==> src/rtl/riscv_uc_pkg.sv <==
// Shared encodings for the multicycle control unit and the riscv datapath.
// Opcodes, controller states, ALU operation codes and mux-select values.
package riscv_uc_pkg;

    localparam logic [6:0] OP_R      = 7'b0110011;
    localparam logic [6:0] OP_I      = 7'b0010011;
    localparam logic [6:0] OP_LOAD   = 7'b0000011;
    localparam logic [6:0] OP_STORE  = 7'b0100011;
    localparam logic [6:0] OP_BRANCH = 7'b1100011;
    localparam logic [6:0] OP_JAL    = 7'b1101111;
    localparam logic [6:0] OP_JALR   = 7'b1100111;

    typedef enum logic [3:0] {
        ST_RST    = 4'd0,
        ST_FETCH  = 4'd1,
        ST_DECODE = 4'd2,
        ST_EX_R   = 4'd3,
        ST_EX_I   = 4'd4,
        ST_WB_ALU = 4'd5,
        ST_ADDR   = 4'd6,
        ST_MEM_RD = 4'd7,
        ST_WB_MEM = 4'd8,
        ST_MEM_WR = 4'd9,
        ST_BR     = 4'd10,
        ST_JMP    = 4'd11,
        ST_TRAP   = 4'd12
    } uc_state_e;

    localparam logic [1:0] ALU_ADD   = 2'b00;
    localparam logic [1:0] ALU_SUB   = 2'b01;
    localparam logic [1:0] ALU_FUNCT = 2'b10;

    // select_mux_1: PC source
    localparam logic [1:0] PC_SEQ = 2'b00;
    localparam logic [1:0] PC_REL = 2'b01;
    localparam logic [1:0] PC_ALU = 2'b10;

    // select_mux_2 / select_mux_3: ALU operands
    localparam logic [1:0] B_RS2  = 2'b00;
    localparam logic [1:0] B_IMM  = 2'b01;
    localparam logic [1:0] B_FOUR = 2'b10;
    localparam logic [1:0] A_RS1  = 2'b00;
    localparam logic [1:0] A_PC   = 2'b01;

    // select_mux_4: writeback source
    localparam logic [1:0] WB_SEL_ALU = 2'b00;
    localparam logic [1:0] WB_SEL_MEM = 2'b01;
    localparam logic [1:0] WB_SEL_PC4 = 2'b10;

    function automatic logic is_wait_state(uc_state_e s);
        return (s == ST_FETCH) || (s == ST_MEM_RD) || (s == ST_MEM_WR);
    endfunction

endpackage

==> src/rtl/riscv_uc_wait_cnt.sv <==
// Consecutive not-ready cycle counter for the memory handshake.
// expired flags the cycle that would make the count reach WAIT_TIMEOUT.
module riscv_uc_wait_cnt #(
    parameter int WAIT_TIMEOUT = 15
) (
    input  logic clk,
    input  logic reset,
    input  logic clear,
    input  logic inc,
    output logic expired
);

    localparam int W = (WAIT_TIMEOUT > 1) ? $clog2(WAIT_TIMEOUT + 1) : 1;

    logic [W-1:0] cnt_q, cnt_d;

    // Saturate so a disabled timeout never wraps back into a stale compare.
    always_comb begin
        cnt_d = cnt_q;
        if (clear) begin
            cnt_d = '0;
        end else if (inc && (cnt_q != '1)) begin
            cnt_d = cnt_q + W'(1);
        end
    end

    always_ff @(posedge clk) begin
        if (reset) begin
            cnt_q <= '0;
        end else begin
            cnt_q <= cnt_d;
        end
    end

    generate
        if (WAIT_TIMEOUT > 0) begin : g_timeout
            assign expired = inc && (cnt_q == W'(WAIT_TIMEOUT - 1));
        end else begin : g_no_timeout
            assign expired = 1'b0;
        end
    endgenerate

endmodule

==> src/rtl/riscv_uc_mc.sv <==
// Multicycle control unit: sequences fetch/decode/execute/memory/writeback
// for riscv_dp with a variable-latency memory handshake and trap on error.
//
// state     | meaning
// ----------+------------------------------------------------------------
// RST       | pc_reset held for RESET_HOLD cycles after reset falls
// FETCH     | instruction read; IR/PC load when mem_ready
// DECODE    | dispatch on opcode
// EX_R/EX_I | register / immediate ALU operation
// WB_ALU    | write ALU result
// ADDR      | compute load/store address
// MEM_RD    | data read, wait for mem_ready
// WB_MEM    | write loaded data
// MEM_WR    | data write, wait for mem_ready
// BR        | compare; PC <= old_pc+imm when branch
// JMP       | JAL/JALR: rd <= pc+4 and redirect PC
// TRAP      | terminal; only reset leaves
module riscv_uc_mc
    import riscv_uc_pkg::*;
#(
    parameter int RESET_HOLD   = 2,
    parameter int WAIT_TIMEOUT = 15,
    parameter int SUPPORT_JAL  = 1
) (
    input  logic       clk,
    input  logic       reset,
    input  logic [6:0] opcode,
    input  logic       branch,
    input  logic       mem_ready,
    output logic       pc_load,
    output logic       pc_reset,
    output logic       ir_load,
    output logic       mem_re,
    output logic       mem_we,
    output logic       reg_file_write,
    output logic [1:0] alu_op,
    output logic [1:0] select_mux_1,
    output logic [1:0] select_mux_2,
    output logic [1:0] select_mux_3,
    output logic [1:0] select_mux_4,
    output logic       trap,
    output logic [3:0] state_dbg
);

    localparam int HW = (RESET_HOLD > 1) ? $clog2(RESET_HOLD) : 1;

    uc_state_e     state_q, state_d;
    logic [HW-1:0] hold_q, hold_d;
    logic          wait_expired;

    riscv_uc_wait_cnt #(.WAIT_TIMEOUT(WAIT_TIMEOUT)) u_wait_cnt (
        .clk     (clk),
        .reset   (reset),
        .clear   (state_d != state_q),
        .inc     (is_wait_state(state_q) && !mem_ready),
        .expired (wait_expired)
    );

    always_comb begin
        state_d = state_q;
        hold_d  = hold_q;
        case (state_q)
            ST_RST: begin
                if (hold_q == HW'(RESET_HOLD - 1)) state_d = ST_FETCH;
                else                               hold_d  = hold_q + HW'(1);
            end
            ST_FETCH: begin
                if (mem_ready)         state_d = ST_DECODE;
                else if (wait_expired) state_d = ST_TRAP;
            end
            ST_DECODE: begin
                case (opcode)
                    OP_R:              state_d = ST_EX_R;
                    OP_I:              state_d = ST_EX_I;
                    OP_LOAD, OP_STORE: state_d = ST_ADDR;
                    OP_BRANCH:         state_d = ST_BR;
                    OP_JAL, OP_JALR:   state_d = (SUPPORT_JAL != 0) ? ST_JMP : ST_TRAP;
                    default:           state_d = ST_TRAP;
                endcase
            end
            ST_EX_R, ST_EX_I: state_d = ST_WB_ALU;
            ST_ADDR:          state_d = (opcode == OP_STORE) ? ST_MEM_WR : ST_MEM_RD;
            ST_MEM_RD: begin
                if (mem_ready)         state_d = ST_WB_MEM;
                else if (wait_expired) state_d = ST_TRAP;
            end
            ST_MEM_WR: begin
                if (mem_ready)         state_d = ST_FETCH;
                else if (wait_expired) state_d = ST_TRAP;
            end
            ST_WB_ALU, ST_WB_MEM, ST_BR, ST_JMP: state_d = ST_FETCH;
            ST_TRAP: state_d = ST_TRAP;
            default: state_d = ST_TRAP;
        endcase
    end

    always_ff @(posedge clk) begin
        if (reset) begin
            state_q <= ST_RST;
            hold_q  <= '0;
        end else begin
            state_q <= state_d;
            hold_q  <= hold_d;
        end
    end

    // IR still holds the instruction, so WB_ALU re-derives the EX operand select.
    always_comb begin
        pc_load        = 1'b0;
        pc_reset       = 1'b0;
        ir_load        = 1'b0;
        mem_re         = 1'b0;
        mem_we         = 1'b0;
        reg_file_write = 1'b0;
        alu_op         = ALU_ADD;
        select_mux_1   = PC_SEQ;
        select_mux_2   = B_RS2;
        select_mux_3   = A_RS1;
        select_mux_4   = WB_SEL_ALU;
        trap           = 1'b0;
        case (state_q)
            ST_RST: pc_reset = 1'b1;
            ST_FETCH: begin
                mem_re  = 1'b1;
                ir_load = mem_ready;
                pc_load = mem_ready;
            end
            ST_EX_R: alu_op = ALU_FUNCT;
            ST_EX_I: begin
                alu_op       = ALU_FUNCT;
                select_mux_2 = B_IMM;
            end
            ST_WB_ALU: begin
                reg_file_write = 1'b1;
                alu_op         = ALU_FUNCT;
                select_mux_2   = (opcode == OP_I) ? B_IMM : B_RS2;
            end
            ST_ADDR: select_mux_2 = B_IMM;
            ST_MEM_RD: begin
                mem_re       = 1'b1;
                select_mux_2 = B_IMM;
            end
            ST_WB_MEM: begin
                reg_file_write = 1'b1;
                select_mux_4   = WB_SEL_MEM;
            end
            ST_MEM_WR: begin
                mem_we       = 1'b1;
                select_mux_2 = B_IMM;
            end
            ST_BR: begin
                alu_op = ALU_SUB;
                if (branch) begin
                    pc_load      = 1'b1;
                    select_mux_1 = PC_REL;
                end
            end
            ST_JMP: begin
                reg_file_write = 1'b1;
                select_mux_4   = WB_SEL_PC4;
                pc_load        = 1'b1;
                if (opcode == OP_JALR) begin
                    select_mux_1 = PC_ALU;
                    select_mux_2 = B_IMM;
                end else begin
                    select_mux_1 = PC_REL;
                end
            end
            ST_TRAP: trap = 1'b1;
            default: ;
        endcase
    end

    assign state_dbg = state_q;

endmodule

==> config.mk <==
export PLATFORM = sky130hd
export DESIGN_NAME = riscv_uc_mc
export DESIGN_NICKNAME = d
export VERILOG_FILES = /design/src/rtl/riscv_uc_pkg.sv /design/src/rtl/riscv_uc_wait_cnt.sv /design/src/rtl/riscv_uc_mc.sv
export SDC_FILE = /design/constraint.sdc
export NUM_CORES = 1
export LEC_CHECK = 0
export CAP_MARGIN = 20
export CORE_AREA = 2 2 54 56
export CTS_BUF_LIST = sky130_fd_sc_hd__clkbuf_4 sky130_fd_sc_hd__clkbuf_8 sky130_fd_sc_hd__clkbuf_16
export CTS_CLUSTER_DIAMETER = 200
export DETAILED_ROUTE_END_ITERATION = 10
export DIE_AREA = 0 0 56 58
export DONT_BUFFER_PORTS = 1
export PLACE_DENSITY_LB_ADDON = 0.25
export SLEW_MARGIN = 20
export SYNTH_ARGS = -nofsm -noshare
export SYNTH_HDL_FRONTEND = slang
export SYNTH_SLANG_ARGS = --single-unit
==> constraint.sdc <==
create_clock -name clk -period 5.4 [get_ports clk]
set_input_delay 1.62 -clock clk [delete_from_list [all_inputs] [get_ports clk]]
set_output_delay 1.62 -clock clk [all_outputs]
set_load 0.01 [all_outputs]
# ---- Word-level counts from Yosys, hierarchy flattened
# Index checks and enable logic that the tools add are counted.
dict set report classes {
  n_mux 25
  add_sub_neg 2
  n_lt_le_gt_ge 0
  n_reduce_logical 16
  mul 0
  div_mod_pow 0
  shifts 0
  eq_ne 22
  bitwise_logic 0
}
# cell count
set op_table {}
lappend op_table {{$pmux 4 s8} 1}
lappend op_table {{$eq 4x4->1 const B} 6}
lappend op_table {{$mux 4} 6}
lappend op_table {{$eq 7x7->1 const B} 3}
lappend op_table {{$pmux 4 s5} 1}
lappend op_table {{$eq 4x3->1 const B} 4}
lappend op_table {{$eq 7x6->1 const B} 2}
lappend op_table {{$pmux 2 s2} 3}
lappend op_table {{$mux 1} 11}
lappend op_table {{$reduce_or 2->1} 5}
lappend op_table {{$eq 4x2->1 const B} 2}
lappend op_table {{$reduce_or 4->1} 2}
lappend op_table {{$eq 7x2->1 const B} 1}
lappend op_table {{$eq 7x5->1 const B} 1}
lappend op_table {{$pmux 1 s3} 2}
lappend op_table {{$reduce_or 3->1} 2}
lappend op_table {{$add 4x1->4 const B} 1}
lappend op_table {{$eq 4x1->1 const B} 1}
lappend op_table {{$logic_not 4->1} 1}
lappend op_table {{$ne 4x4->1} 1}
lappend op_table {{$ne 4x4->1 const B} 1}
lappend op_table {{$logic_and 1x1->1} 3}
lappend op_table {{$logic_or 1x1->1} 2}
lappend op_table {{$mux 2} 1}
lappend op_table {{2 further kinds} 2}
dict set report totals {
  rom_bits 0
  ramBits 0
  regBits 9
  n_memories 0
  latch_bits 0
  wordCells 68
}

# ---- Longest topological paths before layout
# Gate-level depths: netlist (run 1).
dict set report logic_depth {
  word_depth 10
  depth_mapped 8
  mapped_depth_nobuf 8
}

# ---- By module
# From an unflattened synthesis (run 1), not the netlist that was laid out.
dict set report unflattened {
  cells_unflattened 136
  area_unflattened_um2 996.0
}
# module area_per_inst_um2 cells_per_inst instances
set modules_own_cells {}
lappend modules_own_cells {riscv_uc_mc 779.5 114 1}
lappend modules_own_cells {riscv_uc_wait_cnt 216.5 22 1}

# ---- Least setup slack after synthesis (run 1)
# Ideal clock, no wire load.
dict set report synth_path {
  kind {input-to-output}
  start {input port opcode[3]}
  end {output port select_mux_2[0]}
  setup_slack_ps 1367
  path_stages 5
  n_path_buf 0
  t_arrival_ps 2413
  required_time_ps 3780
  path_cell_list {nor3_1 > nand3_1 > nor3b_1 > nor2_1 > o22ai_1}
}
dict set report synth_via {
  elab_chain_cells 3
  elab_cells_between_ends 5
  classes_between {eq/ne: 2; mux: 3}
}
# item line
set synth_lines {}
lappend synth_lines {{from (decl)} riscv_uc_mc.sv:27} ;# input logic [6:0] opcode,
lappend synth_lines {{$eq 7x7->1 or $eq 7x5->1 (tied branches)} {riscv_uc_mc.sv:162, riscv_uc_mc.sv:136}}
lappend synth_lines {{$mux 1 (on tied branches)} {riscv_uc_mc.sv:162, riscv_uc_mc.sv:136}}
lappend synth_lines {{$pmux 1 s3 (*)} riscv_uc_mc.sv:121} ;# case (state_q)
lappend synth_lines {{to (decl)} riscv_uc_mc.sv:38} ;# output logic [1:0] select_mux_2,
# Mark *: on every way between the ends. The rest lies on a longest branch, timed or not.

# ---- Worst setup path in the final report (run 1)
# Ends and elaborated chain as after synthesis.

==> results of run 1 <==
## final timing paths
kind         slack [ps]                  end          from  cells past startpoint
max                1220      select_mux_2[0]     opcode[3]                      5
min reg2reg         460               hold_q        hold_q                      2
max reg2reg        2830  u_wait_cnt.cnt_q[1]  state_dbg[0]                      6
min                 460               hold_q        hold_q                      2
## cell families after synthesis
group	count (synthesis)
simple gates	61
mux	3
flops	9
compound gates	44
xor+xnor	2
buf+inv	18
other cells	1
fa+ha+maj	2
## power by group
part / internal (mW) / switching (mW) / total, mW / leakage [nW]
Combinational: 0.0456 / 0.0623 / 0.108 / 0.267
Sequential: 0.0739 / 0.0292 / 0.103 / 0.0733
Clock: 0.0334 / 0.0214 / 0.0548 / 0.0184
Total: 0.153 / 0.113 / 0.266 / 0.359
## sequential cells by signal, indices dropped and copies added, names as in the netlist
signal	cells
state_dbg	4
u_wait_cnt.cnt_q	4
hold_q	1
## synth_stat cells, types with 2 or more instances
master | number | area share, %
nor2_1 | 15 | 5.4
a21oi_1 | 13 | 6.2
dfxtp_1 | 9 | 17
nand2_1 | 9 | 3.2
nor3_1 | 9 | 4.3
inv_1 | 6 | 2.1
o21ai_0 | 6 | 2.9
buf_6 | 5 | 5.4
nand2b_1 | 5 | 3.0
buf_4 | 4 | 2.9
a21o_1 | 3 | 2.1
clkbuf_1 | 3 | 1.1
nand3_1 | 3 | 1.4
or3_1 | 3 | 1.8
a2111oi_0 | 2 | 1.7
a31oi_1 | 2 | 1.2
and3_1 | 2 | 1.2
and3b_1 | 2 | 1.7
ha_1 | 2 | 2.4
mux2i_1 | 2 | 1.9
nand3b_1 | 2 | 1.4
nor4_1 | 2 | 1.2
o2111ai_1 | 2 | 1.7
o211ai_1 | 2 | 1.4
## layer usage
| metal | part of all wire, % | wire length [um] | track usage [%] |
|---|---|---|---|
| met4 | 1.6 | 42 | 4.42 |
| met1 | 44 | 1160 | 21.0 |
| met5 | 0 | 0 | 0 |
| met2 | 49 | 1290 | 29.1 |
| met3 | 4.7 | 122 | 2.90 |
## tightest hold or removal path, stage by stage, from the launching register on
cell and delay [ps]:
dfxtp_1 320, nor2_1 40, nor2_1 70
## final cells by class
type | instances | area, um2
Inverter | 6 | 22.5
Clock buffer | 4 | 30.0
Sequential cell | 9 | 180
Fill cell | 298 | 1630
Tap cell | 31 | 38.8
Multi-Input combinational cell | 115 | 758
## metrics by stage
stage	utilization [%]	area (um2)	power [mW]	cells
floorplan	-	1060	0.205	142
global placement	37.5	1000	0.211	161
detailed placement	37.5	1000	0.213	161
CTS	38.7	1030	0.269	165
global route	38.7	1030	0.288	165
finish	38.7	1030	0.266	165
==> reports/qor.yml, run 1 <==
status:
  status: "complete, no violations"
floorplanning:
  boundaryPins: 32
  dieWidth_um: 56
  core_mm2: 0.00266
  start_util_pct: 39.5
  dieArea_mm2: 0.00325
  die_h_um: 58
  rows: 19
timing:
  period_needed_ps: 4180
  min_period_over_period_pct: 77.4
  fin_skew_ps: 1.40
  setup_violations: 0
  hold_violations: 0
  holdWs_ps: 460
  timing.slew.headroom_pct: 42.1
  worstMarginPinSlew_ps: 867
  timing.fmax_mhz: 239
  rsz0062_at_grt: "no"
  setup_slack_ps: 1220
  setup-tns-final_ps: 0
  slew_viol_final: 0
synthesis:
  synthMuxAreaShare_pct: 2.98
  postSynthRegisterBits: 9
  synthArstFlopShare_pct: 0
  ys_warn_count: 0
  netlist_area_mm2: 0.00105
  yosys.area_share.adder_pct: 2.38
  synth-edff-count: 0
  syn_inst: 140
  ys_types: 51
  synth_ff_type: "dfxtp_1"
  synth_compound_area_share_pct: 32.5
  yosysSeqAreaShare_pct: 17.1
  synth.avg_cell_area_um2: 7.51
  synth_xor_area_share_pct: 1.67
  synth_top_family_by_area: "compound AO/OA/AOI/OAI gates"
  synthSimpleGateAreaFrac_pct: 31.5
critical_path:
  max_stage_delay_ps: 250
  crit_path_cell_trace: "nor3_1 -> nand3_1 -> nor3b_1 -> nor2_1 -> o22ai_1"
  setup.worst_path.class: "primary input to output port"
  critPathLaunchType: "primary input"
  cp_slowest_cell: "o22ai_1"
  cp-end-kind: "output port"
  cp_num_buf_inv: 0
  critPathArrivalTime_ps: 2560
  path_max_fanout: 5
  required_ps: 3780
  cp_top_family: "simple AND/OR/NAND/NOR gates"
place:
  hpwl_um: 1990
  dp_slack_ps: 1250
  port_buffers: 0
  globalplace.congestion: 0.792
clock_tree:
  post_cts.resized_instances: 0
  clock_sinks: 9
  htreeDepth: 1
  cts_buffers: 3
  hold_buffers: 0
  insertion_delay_ps: 250
  cts_tree: "done"
  clk_pin_slew_ps: 60
  cts_buffer_depth: 2
  post_cts_buffers: 0
  root_buffer: "clkbuf_4"
flow_run:
  drv_cap: 0
routing:
  ant_nets: 0
  wl_per_cell_um: 15.8
  drtIter0Drc: 85
  viasPerCell: 5.99
  dr_total_vias: 989
  firstDrtPassIters: 4
  post-route-drc-count: 0
  routed_wl_um: 2620
global_route:
  grt_remaining_overflow: 0
  grt.total_usage_pct: 16.6
  first_global_vias: 946
  antenna_found_initial: 0
  grt_max_degree: 25
  grt_pass1_wl_um: 4370
finish:
  diodes: 0
  final_common_cell: "nor2_1"
  final_cell_mix: "15 x nor2_1, 13 x a21oi_1, 9 x nor3_1, 9 x nand2_1, 9 x dfxtp_1"
  fin_nets: 148
  drive_gt1_share_pct: 11.9
  syn_to_final_growth_pct: -2.02
power_and_ir_drop:
  p_leak_nw: 0.359
  peakVddDrop_uv: 159
  p_per_area_mw_per_mm2: 258
min_path:
  holdCritPathClass: "register to register"
Note: power is estimated with default switching activity, not from simulation.
==> run 2: changes to the inputs <==
clock period = 3.6 ns   (was 5.4 ns; I/O delays follow)
==> reports/qor.yml, run 2 (same netlist as run 1, synthesis figures left out) <==
critical_path:
  path_max_fanout: 5
  setup.worst_path.class: "primary input to output port"
  max_stage_delay_ps: 250
  cp_top_family: "simple AND/OR/NAND/NOR gates"
  crit_path_cell_trace: "nor3_1 -> nand3_1 -> nor3b_1 -> nor2_1 -> o22ai_1"
  cp_num_buf_inv: 0
  critPathLaunchType: "primary input"
  cp-end-kind: "output port"
  critPathArrivalTime_ps: 2000
  required_ps: 2520
  cp_slowest_cell: "o22ai_1"
clock_tree:
  cts_buffers: 3
  root_buffer: "clkbuf_4"
  htreeDepth: 1
  cts_tree: "done"
  clk_pin_slew_ps: 60
  hold_buffers: 0
  post_cts_buffers: 0
  clock_sinks: 9
  insertion_delay_ps: 260
  post_cts.resized_instances: 0
  cts_buffer_depth: 2
floorplanning:
  dieWidth_um: 56
  die_h_um: 58
  boundaryPins: 32
  core_mm2: 0.00266
  start_util_pct: 39.5
  dieArea_mm2: 0.00325
  rows: 19
global_route:
  grt_pass1_wl_um: 4330
  antenna_found_initial: 0
  first_global_vias: 914
  grt.total_usage_pct: 16.6
  grt_max_degree: 24
  grt_remaining_overflow: 0
timing:
  hold_violations: 0
  setup-tns-final_ps: 0
  worstMarginPinSlew_ps: 777
  slew_viol_final: 0
  setup_violations: 0
  timing.fmax_mhz: 325
  rsz0062_at_grt: "no"
  timing.slew.headroom_pct: 48.2
  fin_skew_ps: 5.89
  min_period_over_period_pct: 85.6
  period_needed_ps: 3080
min_path:
  holdCritPathClass: "register to register"
routing:
  routed_wl_um: 2630
  drtIter0Drc: 73
  ant_nets: 0
  viasPerCell: 6.10
  post-route-drc-count: 0
  firstDrtPassIters: 4
  wl_per_cell_um: 15.8
  dr_total_vias: 1013
power_and_ir_drop:
  p_leak_nw: 0.364
  peakVddDrop_uv: 238
  p_per_area_mw_per_mm2: 392
place:
  dp.cells: 162
  globalplace.congestion: 0.773
  port_buffers: 0
  hpwl_um: 2030
finish:
  nFillCells: 297
  final_common_cell: "nor2_1"
  diodes: 0
  stdcell_count: 166
  syn_to_final_growth_pct: -1.31
  final_cell_mix: "15 x nor2_1, 13 x a21oi_1, 9 x nor3_1, 9 x nand2_1, 9 x dfxtp_1"
  drive_gt1_share_pct: 12.6
  fin_nets: 149
flow_run:
  drv_cap: 0
status:
  status: "complete, no violations"
## run 2: metrics by stage
stage	worst slack (ps)	util, %	hold WS, ps	area [um2]	power (mW)
6_report	519	39.0	470	1040	0.407
5_1_grt	341	39.0	501	1040	0.438
4_1_cts	532	39.0	474	1040	0.410
3_5_place_dp	537	37.8	451	1010	0.324
3_3_place_gp	554	37.8	441	1010	0.321
2_1_floorplan	647	-	431	1060	0.307
## run 2: area by class of cell
type / count / area [um2] / area share [%]
repair buffers: 1 / 7.51 / 0.724
clock buffers: 4 / 30.0 / 2.90
inverters: 6 / 22.5 / 2.17
flip-flops and latches: 9 / 180 / 17.4
well taps: 31 / 38.8 / 3.74
multi-input cells: 115 / 758 / 73.1
## run 2: report_power, final
part	internal [mW]	switching, mW	leakage, nW
clock network	0.0502	0.0345	0.0184
logic	0.0720	0.111	0.272
registers	0.111	0.0281	0.0733
## run 2: path summary, 6_finish.rpt
kind	from	to	slack (ps)	cells past startpoint
max	opcode[3]	select_mux_2[0]	520	5
min	hold_q	hold_q	470	2
max reg2reg	state_dbg[3]	u_wait_cnt.cnt_q[2]	1190	6
min reg2reg	hold_q	hold_q	470	2
## run 2: per-layer routing
layer | part of all wire (%) | GRT usage [%] | vias to the layer above
met5 | 0 | 0 | -
met4 | 0.80 | 4.08 | 0
met3 | 5.1 | 4.69 | 5
met2 | 52 | 30.6 | 24
met1 | 42 | 19.1 | 483
li1 | - | - | 501
## run 2: tightest hold or removal path: stages (launching register included)
cell	delay, ps
dfxtp_1	320
nor2_1	40
nor2_1	70
==> run 3: changes to the inputs <==
CAP_MARGIN = default   (was 20)
==> results of run 3 <==
Final layout, timing and power as in run 2 (identical DEF).
